<file path="src/rtl/debug_serial_rx.sv">
// Receiver for the debug serial link: turns the valid/data bit stream (MSB first)
// back into indexed samples, flags truncated frames and signals frame completion.
module debug_serial_rx #(
  parameter  int NUM_OF_SAMPLES = 1024,
  parameter  int SIZE_OF_SAMPLE = 16,
  localparam int IW = (NUM_OF_SAMPLES > 1) ? $clog2(NUM_OF_SAMPLES) : 1,
  localparam int BW = $clog2(SIZE_OF_SAMPLE)
) (
  input  logic                      clk,
  input  logic                      reset,
  input  logic                      valid_in,
  input  logic                      data_in,
  output logic [SIZE_OF_SAMPLE-1:0] sample_out,
  output logic                      sample_valid,
  output logic [IW-1:0]             sample_index,
  output logic                      frame_done,
  output logic                      frame_error,
  output logic                      error_sticky,
  output logic                      busy
);

  localparam logic [BW-1:0] BIT_LAST = BW'(SIZE_OF_SAMPLE - 1);
  localparam logic [IW-1:0] SMP_LAST = IW'(NUM_OF_SAMPLES - 1);

  typedef enum logic {IDLE, RECV} state_t;

  state_t                    state_q, state_d;
  logic [BW-1:0]             bit_q, bit_d;
  logic [IW-1:0]             smp_q, smp_d;
  logic [SIZE_OF_SAMPLE-1:0] shift_q, shift_d;
  logic [SIZE_OF_SAMPLE-1:0] sample_q, sample_d;
  logic [IW-1:0]             index_q, index_d;
  logic                      sv_q, sv_d;
  logic                      fd_q, fd_d;
  logic                      fe_q, fe_d;
  logic                      sticky_q, sticky_d;

  always_ff @(posedge clk or posedge reset) begin
    if (reset) begin
      state_q  <= IDLE;
      bit_q    <= '0;
      smp_q    <= '0;
      shift_q  <= '0;
      sample_q <= '0;
      index_q  <= '0;
      sv_q     <= 1'b0;
      fd_q     <= 1'b0;
      fe_q     <= 1'b0;
      sticky_q <= 1'b0;
    end else begin
      state_q  <= state_d;
      bit_q    <= bit_d;
      smp_q    <= smp_d;
      shift_q  <= shift_d;
      sample_q <= sample_d;
      index_q  <= index_d;
      sv_q     <= sv_d;
      fd_q     <= fd_d;
      fe_q     <= fe_d;
      sticky_q <= sticky_d;
    end
  end

  // Leaving RECV after the last LSB lets a still-high valid start the next frame
  // on the very next edge, so back-to-back frames need no gap.
  always_comb begin
    state_d = state_q;
    case (state_q)
      IDLE:    if (valid_in) state_d = RECV;
      RECV:    if (!valid_in || (bit_q == BIT_LAST && smp_q == SMP_LAST)) state_d = IDLE;
      default: state_d = IDLE;
    endcase
  end

  always_comb begin
    shift_d  = shift_q;
    bit_d    = bit_q;
    smp_d    = smp_q;
    sample_d = sample_q;
    index_d  = index_q;
    sv_d     = 1'b0;
    fd_d     = 1'b0;
    fe_d     = 1'b0;
    sticky_d = sticky_q;
    case (state_q)
      IDLE: begin
        if (valid_in) begin
          shift_d = {{(SIZE_OF_SAMPLE-1){1'b0}}, data_in};
          bit_d   = BW'(1);
          smp_d   = '0;
        end
      end
      RECV: begin
        if (!valid_in) begin
          // truncated: partial word dropped, last good sample stays visible
          fe_d     = 1'b1;
          sticky_d = 1'b1;
          bit_d    = '0;
          smp_d    = '0;
        end else if (bit_q == BIT_LAST) begin
          sample_d = {shift_q[SIZE_OF_SAMPLE-2:0], data_in};
          index_d  = smp_q;
          sv_d     = 1'b1;
          fd_d     = (smp_q == SMP_LAST);
          bit_d    = '0;
          smp_d    = (smp_q == SMP_LAST) ? '0 : smp_q + IW'(1);
        end else begin
          shift_d = {shift_q[SIZE_OF_SAMPLE-2:0], data_in};
          bit_d   = bit_q + BW'(1);
        end
      end
      default: ;
    endcase
  end

  assign sample_out   = sample_q;
  assign sample_valid = sv_q;
  assign sample_index = index_q;
  assign frame_done   = fd_q;
  assign frame_error  = fe_q;
  assign error_sticky = sticky_q;
  assign busy         = (state_q == RECV);

endmodule

</file>
<file path="config.mk">
export PLATFORM = sky130hd
export DESIGN_NAME = debug_serial_rx
export DESIGN_NICKNAME = d
export VERILOG_FILES = /design/src/rtl/debug_serial_rx.sv
export SDC_FILE = /design/constraint.sdc
export NUM_CORES = 1
export LEC_CHECK = 0
export BUFFER_PORTS_ARGS = -buffer_cell sky130_fd_sc_hd__buf_4
export CAP_MARGIN = 20
export CORE_UTILIZATION = 45
export DETAILED_ROUTE_END_ITERATION = 16
export PLACE_DENSITY = 0.71
export REMOVE_ABC_BUFFERS = 1
export SLEW_MARGIN = 40
export SYNTH_ARGS = -nofsm -noshare
export SYNTH_HDL_FRONTEND = slang
export SYNTH_SLANG_ARGS = --single-unit
</file>
<file path="constraint.sdc">
create_clock -name clk -period 3.5 [get_ports clk]
set_input_delay 1.05 -clock clk [delete_from_list [all_inputs] [get_ports clk]]
set_output_delay 1.05 -clock clk [all_outputs]
set_load 0.01 [all_outputs]
</file>
# Word-level counts from Yosys, hierarchy flattened
# Index checks and enable logic that the tools add are counted.
op_classes:
  add_sub_neg: 2
  eq_ne: 6
  mux: 24
  bitwise: 2
  n_reduce_logical: 7
ops:
  columns: ["operator", "count"]
  rows:
  - ["$mux 15", 3]
  - ["$mux 10", 4]
  - ["$pmux 15 s2", 1]
  - ["$pmux 10 s2", 1]
  - ["$mux 4", 3]
  - ["$add 10x1->10 const B", 1]
  - ["$eq 10x10->1 const B", 1]
  - ["$mux 1", 10]
  - ["$pmux 4 s2", 1]
  - ["$ne 2x2->1 const B", 3]
  - ["$reduce_and 3->1", 2]
  - ["$add 4x1->4 const B", 1]
  - ["$eq 4x4->1 const B", 1]
  - ["$reduce_and 2->1", 2]
  - ["$ne 3x2->1 const B", 1]
  - ["$not 1->1", 2]
  - ["$pmux 1 s2", 1]
  - ["$logic_and 1x1->1", 1]
  - ["$logic_not 1->1", 1]
  - ["$logic_or 1x1->1", 1]
word_totals:
  register_bits: 60
  inputBits: 4
  output_inout_bits: 31
  word_cells: 51

# Depth between registers and ports, before layout
logic_depth:
  depth_word: 5
  mapped_depth: 8

# Least setup slack after synthesis
# Ideal clock, no wire load.
synth_path:
  kind: "in2reg"
  startpoint: "input valid_in"
  endpoint: "register smp_q[5]"
  setup_ps: 123
  arrival_time_ps: 1832
  slack_ps: 1545
  cell_stages: 5
  n_path_buf: 1
  cell_sequence: "and2_4 -> buf_6 -> a2111oi_4 -> xnor2_1 -> nor2_2"
synth_via:
  elab_chain_len: 2
  elab_cells_between_ends: 5
synth_lines:
  columns: ["item", "line", "text"]
  rows:
  - ["start, declared", "11", "input logic valid_in,"]
  - ["$mux 10, or another cell as far along", "94", "if (!valid_in) begin"]
  - ["$pmux 10 s2 / $reduce_and 2->1 (equally long branches)", null, null]
  - ["end signal, assigned", "53", "smp_q <= smp_d;"]
  - ["end, declared", "29", "logic [IW-1:0] smp_q, smp_d;"]
# Parallel ways exist; a longest one is shown, timed or not.
# A chain may end at the register's enable or synchronous reset.

# Worst setup path in the final report
layout_path:
  startpoint: "input valid_in"
  endpoint: "register smp_q[9]"
# Same word-level chain as after synthesis.

==> impl_results.html <==
<table>
<tr><th>Metric</th><th>Value</th></tr>
<tr><th colspan="2">Final layout</th></tr>
<tr><td>Area growth syn-to-layout</td><td>20.1%</td></tr>
<tr><td>Fill cells</td><td>444</td></tr>
<tr><td>Net count, final</td><td>281</td></tr>
<tr><td>Final Non-Filler Cells</td><td>349</td></tr>
<tr><td>Diode insertion count for antenna repair</td><td>0</td></tr>
<tr><td>Final design area excluding fillers</td><td>3010 um^2</td></tr>
<tr><td>Layout cell share with drive strength beyond 1</td><td>0.237</td></tr>
<tr><td>Final core utilization</td><td>0.574</td></tr>
<tr><th colspan="2">Drt</th></tr>
<tr><td>Antenna viol nets, final</td><td>0</td></tr>
<tr><td>Final routed wire length divided by cell count</td><td>13.0 um</td></tr>
<tr><td>Detailed-route vias per instance</td><td>5.09</td></tr>
<tr><td>WL final</td><td>4530 um</td></tr>
<tr><td>First-pass detailed-route iteration total</td><td>4</td></tr>
<tr><td>DRC errors left</td><td>0</td></tr>
<tr><td>DR vias</td><td>1775</td></tr>
<tr><td>Number of DRC violations after detailed-routing iteration 0</td><td>90</td></tr>
<tr><th colspan="2">Yosys</th></tr>
<tr><td>Post-synthesis cell type count</td><td>42</td></tr>
<tr><td>Post-synthesis cell type with the largest combined area</td><td>dfrtp_1</td></tr>
<tr><td>Flip-flop and latch count after synthesis</td><td>60</td></tr>
<tr><td>Area fraction of the dominant cell type after synthesis</td><td>0.600</td></tr>
<tr><td>Post-Syn Instances</td><td>239</td></tr>
<tr><td>Number of warnings printed during yosys synthesis</td><td>0</td></tr>
<tr><td>Post-Syn Area per Cell</td><td>10.5 um^2</td></tr>
<tr><td>Netlist area before placement</td><td>2500 um^2</td></tr>
<tr><td>Ranking of synthesized cells by area</td><td>dfrtp_1, nand2_1, a22o_1</td></tr>
<tr><td>Sequential share of the synthesized area</td><td>0.600</td></tr>
<tr><th colspan="2">STA</th></tr>
<tr><td>F_max</td><td>0.433 GHz</td></tr>
<tr><td>Final count of pins violating max slew</td><td>0</td></tr>
<tr><td>Transition time at the pin with the least slew margin</td><td>0.712 ns</td></tr>
<tr><td>Final setup TNS</td><td>0 ns</td></tr>
<tr><td>Number of endpoints failing setup at the final stage</td><td>0</td></tr>
<tr><td>Headroom to the max-slew limit</td><td>0.525</td></tr>
<tr><td>Number of hold-slack violations in the final timing report</td><td>0</td></tr>
<tr><td>RSZ-0062 raised after global routing</td><td>false</td></tr>
<tr><td>Final critical delay including setup and external delays</td><td>2.31 ns</td></tr>
<tr><td>Clock Skew</td><td>0.00682 ns</td></tr>
<tr><td>Crit share post-route</td><td>0.659</td></tr>
<tr><th colspan="2">Clock tree</th></tr>
<tr><td>Longest Clk Path Bufs</td><td>2</td></tr>
<tr><td>Resized cells post-CTS</td><td>0</td></tr>
<tr><td>Buffer cell driving the clock tree root</td><td>clkbuf_8</td></tr>
<tr><td>Clock-pin transition on the worst setup and hold timing paths</td><td>0.06 ns</td></tr>
<tr><td>Cts bufs inserted</td><td>9</td></tr>
<tr><td>Sinks on Clock Net</td><td>60</td></tr>
<tr><td>CTS tree</td><td>yes</td></tr>
<tr><td>Post-CTS Hold Fix Bufs</td><td>0</td></tr>
<tr><td>Skew-Pair Late Insertion Delay</td><td>0.32 ns</td></tr>
<tr><td>Post-CTS Setup Bufs</td><td>0</td></tr>
<tr><td>H-Tree Level Count</td><td>3</td></tr>
<tr><th colspan="2">Global route</th></tr>
<tr><td>Largest net degree at the start of global routing</td><td>61</td></tr>
<tr><td>Global-route usage over all layers</td><td>0.175</td></tr>
<tr><td>Overflow left after global routing</td><td>0</td></tr>
<tr><td>First-pass GRT wire length</td><td>8020 um</td></tr>
<tr><td>Antenna violations before repair</td><td>0</td></tr>
<tr><td>Number of global-route vias before repair</td><td>1721</td></tr>
<tr><th colspan="2">Placement</th></tr>
<tr><td>Number of buffers inserted by port buffering</td><td>34</td></tr>
<tr><td>Placed wire-length estimate after detailed placement</td><td>2870 um</td></tr>
<tr><td>Weighted congestion reported at the end of routability-driven placement</td><td>0.777</td></tr>
<tr><td>Placed Instances</td><td>334</td></tr>
<tr><td>Area post-placement</td><td>2780 um^2</td></tr>
<tr><th colspan="2">Floorplan</th></tr>
<tr><td>Floorplan die height</td><td>76.6 um</td></tr>
<tr><td>Placement Rows</td><td>26</td></tr>
<tr><td>Starting Density</td><td>0.478</td></tr>
<tr><td>Chip Width</td><td>76.6 um</td></tr>
<tr><td>Core area</td><td>5240 um^2</td></tr>
<tr><td>Die Area</td><td>5870 um^2</td></tr>
<tr><td>Top Ports</td><td>35</td></tr>
<tr><th colspan="2">Critical path</th></tr>
<tr><td>Reg-to-reg critical path startpoint</td><td>bit_q[0]$_DFFE_PP0P_</td></tr>
<tr><td>Data arrival time of the critical path</td><td>2.51 ns</td></tr>
<tr><td>Worst-case reg-to-reg path depth</td><td>6</td></tr>
<tr><td>Start-to-end type of the worst setup path</td><td>input pin to flip-flop</td></tr>
<tr><td>Flop2flop setup slack</td><td>1.22 ns</td></tr>
<tr><td>Nature of the critical path startpoint</td><td>input pin</td></tr>
<tr><td>Required @ worst endpoint</td><td>3.70 ns</td></tr>
<tr><td>FF-to-FF End</td><td>smp_q[9]$_DFFE_PP0P_</td></tr>
<tr><td>Kind of capture point of the worst setup path</td><td>flip-flop</td></tr>
<tr><td>Highest fanout seen on the critical path</td><td>35</td></tr>
<tr><th colspan="2">Power and ir drop</th></tr>
<tr><td>Power Dens Cells</td><td>482 nW/um^2</td></tr>
<tr><td>Worst vdd rail ir drop</td><td>0.000225 V</td></tr>
<tr><td>Power Total</td><td>1450 uW</td></tr>
<tr><td>LEAKAGE</td><td>0.00155 uW</td></tr>
<tr><th colspan="2">Worst hold path</th></tr>
<tr><td>End point of the worst hold path</td><td>sample_out[10]$_DFFE_PP0P_</td></tr>
<tr><td>Min-Delay Path Depth</td><td>2</td></tr>
<tr><td>Hold Crit Class</td><td>flip-flop to flip-flop</td></tr>
<tr><td>Hold path startpoint</td><td>sample_out[10]$_DFFE_PP0P_</td></tr>
<tr><th colspan="2">Run status</th></tr>
<tr><td>Status</td><td>complete, no violations</td></tr>
<tr><th colspan="2">Job</th></tr>
<tr><td>Max Cap Viol</td><td>0</td></tr>
</table>
[sequential cells by signal, indices dropped and copies added, names as in the netlist, 4 cells and up]
signal / cells
bit_q: 4
sample_index: 10
sample_out: 16
shift_q: 15
smp_q: 10
[synthesized netlist by cell type]
master	instances
a2111oi_4	1
a211oi_1	1
a21oi_1	4
a21oi_2	1
a22o_1	14
a22o_2	2
a31oi_1	1
a32o_1	1
a41oi_1	1
and2_1	1
and2_4	1
and2b_2	1
and3_1	2
and4_1	2
buf_2	3
buf_4	2
buf_6	3
clkbuf_1	2
clkinv_2	1
dfrtp_1	60
ha_1	2
inv_1	5
mux2_2	1
mux2i_1	1
nand2_1	86
nand2_2	1
nand2_4	1
nand3_1	6
nand4_1	1
nor2_1	7
nor2_2	2
o2111a_1	1
o211ai_1	2
o211ai_4	1
o21a_1	1
o21ai_0	6
o21ai_1	3
o22ai_1	1
or2_2	2
or3_1	1
xnor2_1	3
xor2_1	1
[worst max-delay path: stages]
cell and delay [ns]:
buf_4 0.14, and2_4 0.17, nand2_4 0.26, clkinv_2 0.45
a41oi_1 0.36, a31oi_1 0.06
[per-layer routing]
layer  routed length, um  GRT usage  up-vias
li1                    -          -      878
met1                2230      0.241      848
met2                2060      0.262       38
met3                 147     0.0335       11
met4                  90     0.0904        0
met5                   0          0        -
[stage by stage]
stage	setup slack [ns]	hold WS [ns]
5_1_grt	0.991	0.486
2_1_floorplan	0.965	0.439
3_3_place_gp	0.890	0.456
4_1_cts	1.17	0.475
6_report	1.19	0.475
3_5_place_dp	0.821	0.460
[logic make-up after synthesis]
kind of cell / Yosys count / synth area share
XOR/XNOR: 4 / 0.0140
buffers and inverters: 16 / 0.0380
AND/OR/NAND/NOR: 114 / 0.195
adder cells (fa/ha/maj): 2 / 0.00999
multiplexers: 2 / 0.00850
flip-flops: 60 / 0.600
AO/OA/AOI/OAI: 41 / 0.135
[placed cells by master, fill, tap and decap left out, drive strengths merged, types with 3 or more instances in the layout]
master / count
a21oi: 5
a22o: 16
buf: 35
clkbuf: 11
dfrtp: 60
inv: 5
nand2: 88
nand3: 6
nor2: 9
o211ai: 3
o21ai: 9
xnor2: 3
[layout make-up]
| type | count | area (um^2) | area share |
|---|---|---|---|
| clock buffer | 11 | 151 | 0.0504 |
| clock inverter | 4 | 72.6 | 0.0241 |
| multi-input combinational | 163 | 907 | 0.302 |
| sequential | 60 | 1500 | 0.499 |
| inverter | 6 | 23.8 | 0.00791 |
| tap | 70 | 87.6 | 0.0291 |
| timing repair buffer | 35 | 263 | 0.0874 |
[worst max-delay path by stage]
stage / start / slack, ns / cells after the start / to
after floorplan: reset / 0.97 / 1 / bit_q[0]$_DFFE_PP0P_
after global placement: valid_in / 0.89 / 6 / smp_q[9]$_DFFE_PP0P_
after detailed placement: valid_in / 0.82 / 6 / smp_q[9]$_DFFE_PP0P_
after CTS: valid_in / 1.17 / 6 / smp_q[9]$_DFFE_PP0P_
after global routing: bit_q[0]$_DFFE_PP0P_ / 0.99 / 6 / smp_q[9]$_DFFE_PP0P_
final: valid_in / 1.19 / 6 / smp_q[9]$_DFFE_PP0P_
[report_power, final]
| group | internal, uW | leakage, uW | switching, uW |
|---|---|---|---|
| logic | 16.2 | 0.000612 | 34.2 |
| clock network | 435 | 0.000111 | 254 |
| registers | 702 | 0.000823 | 8.53 |
| total | 1150 | 0.00155 | 296 |
Note: power is estimated with default switching activity, not from simulation.
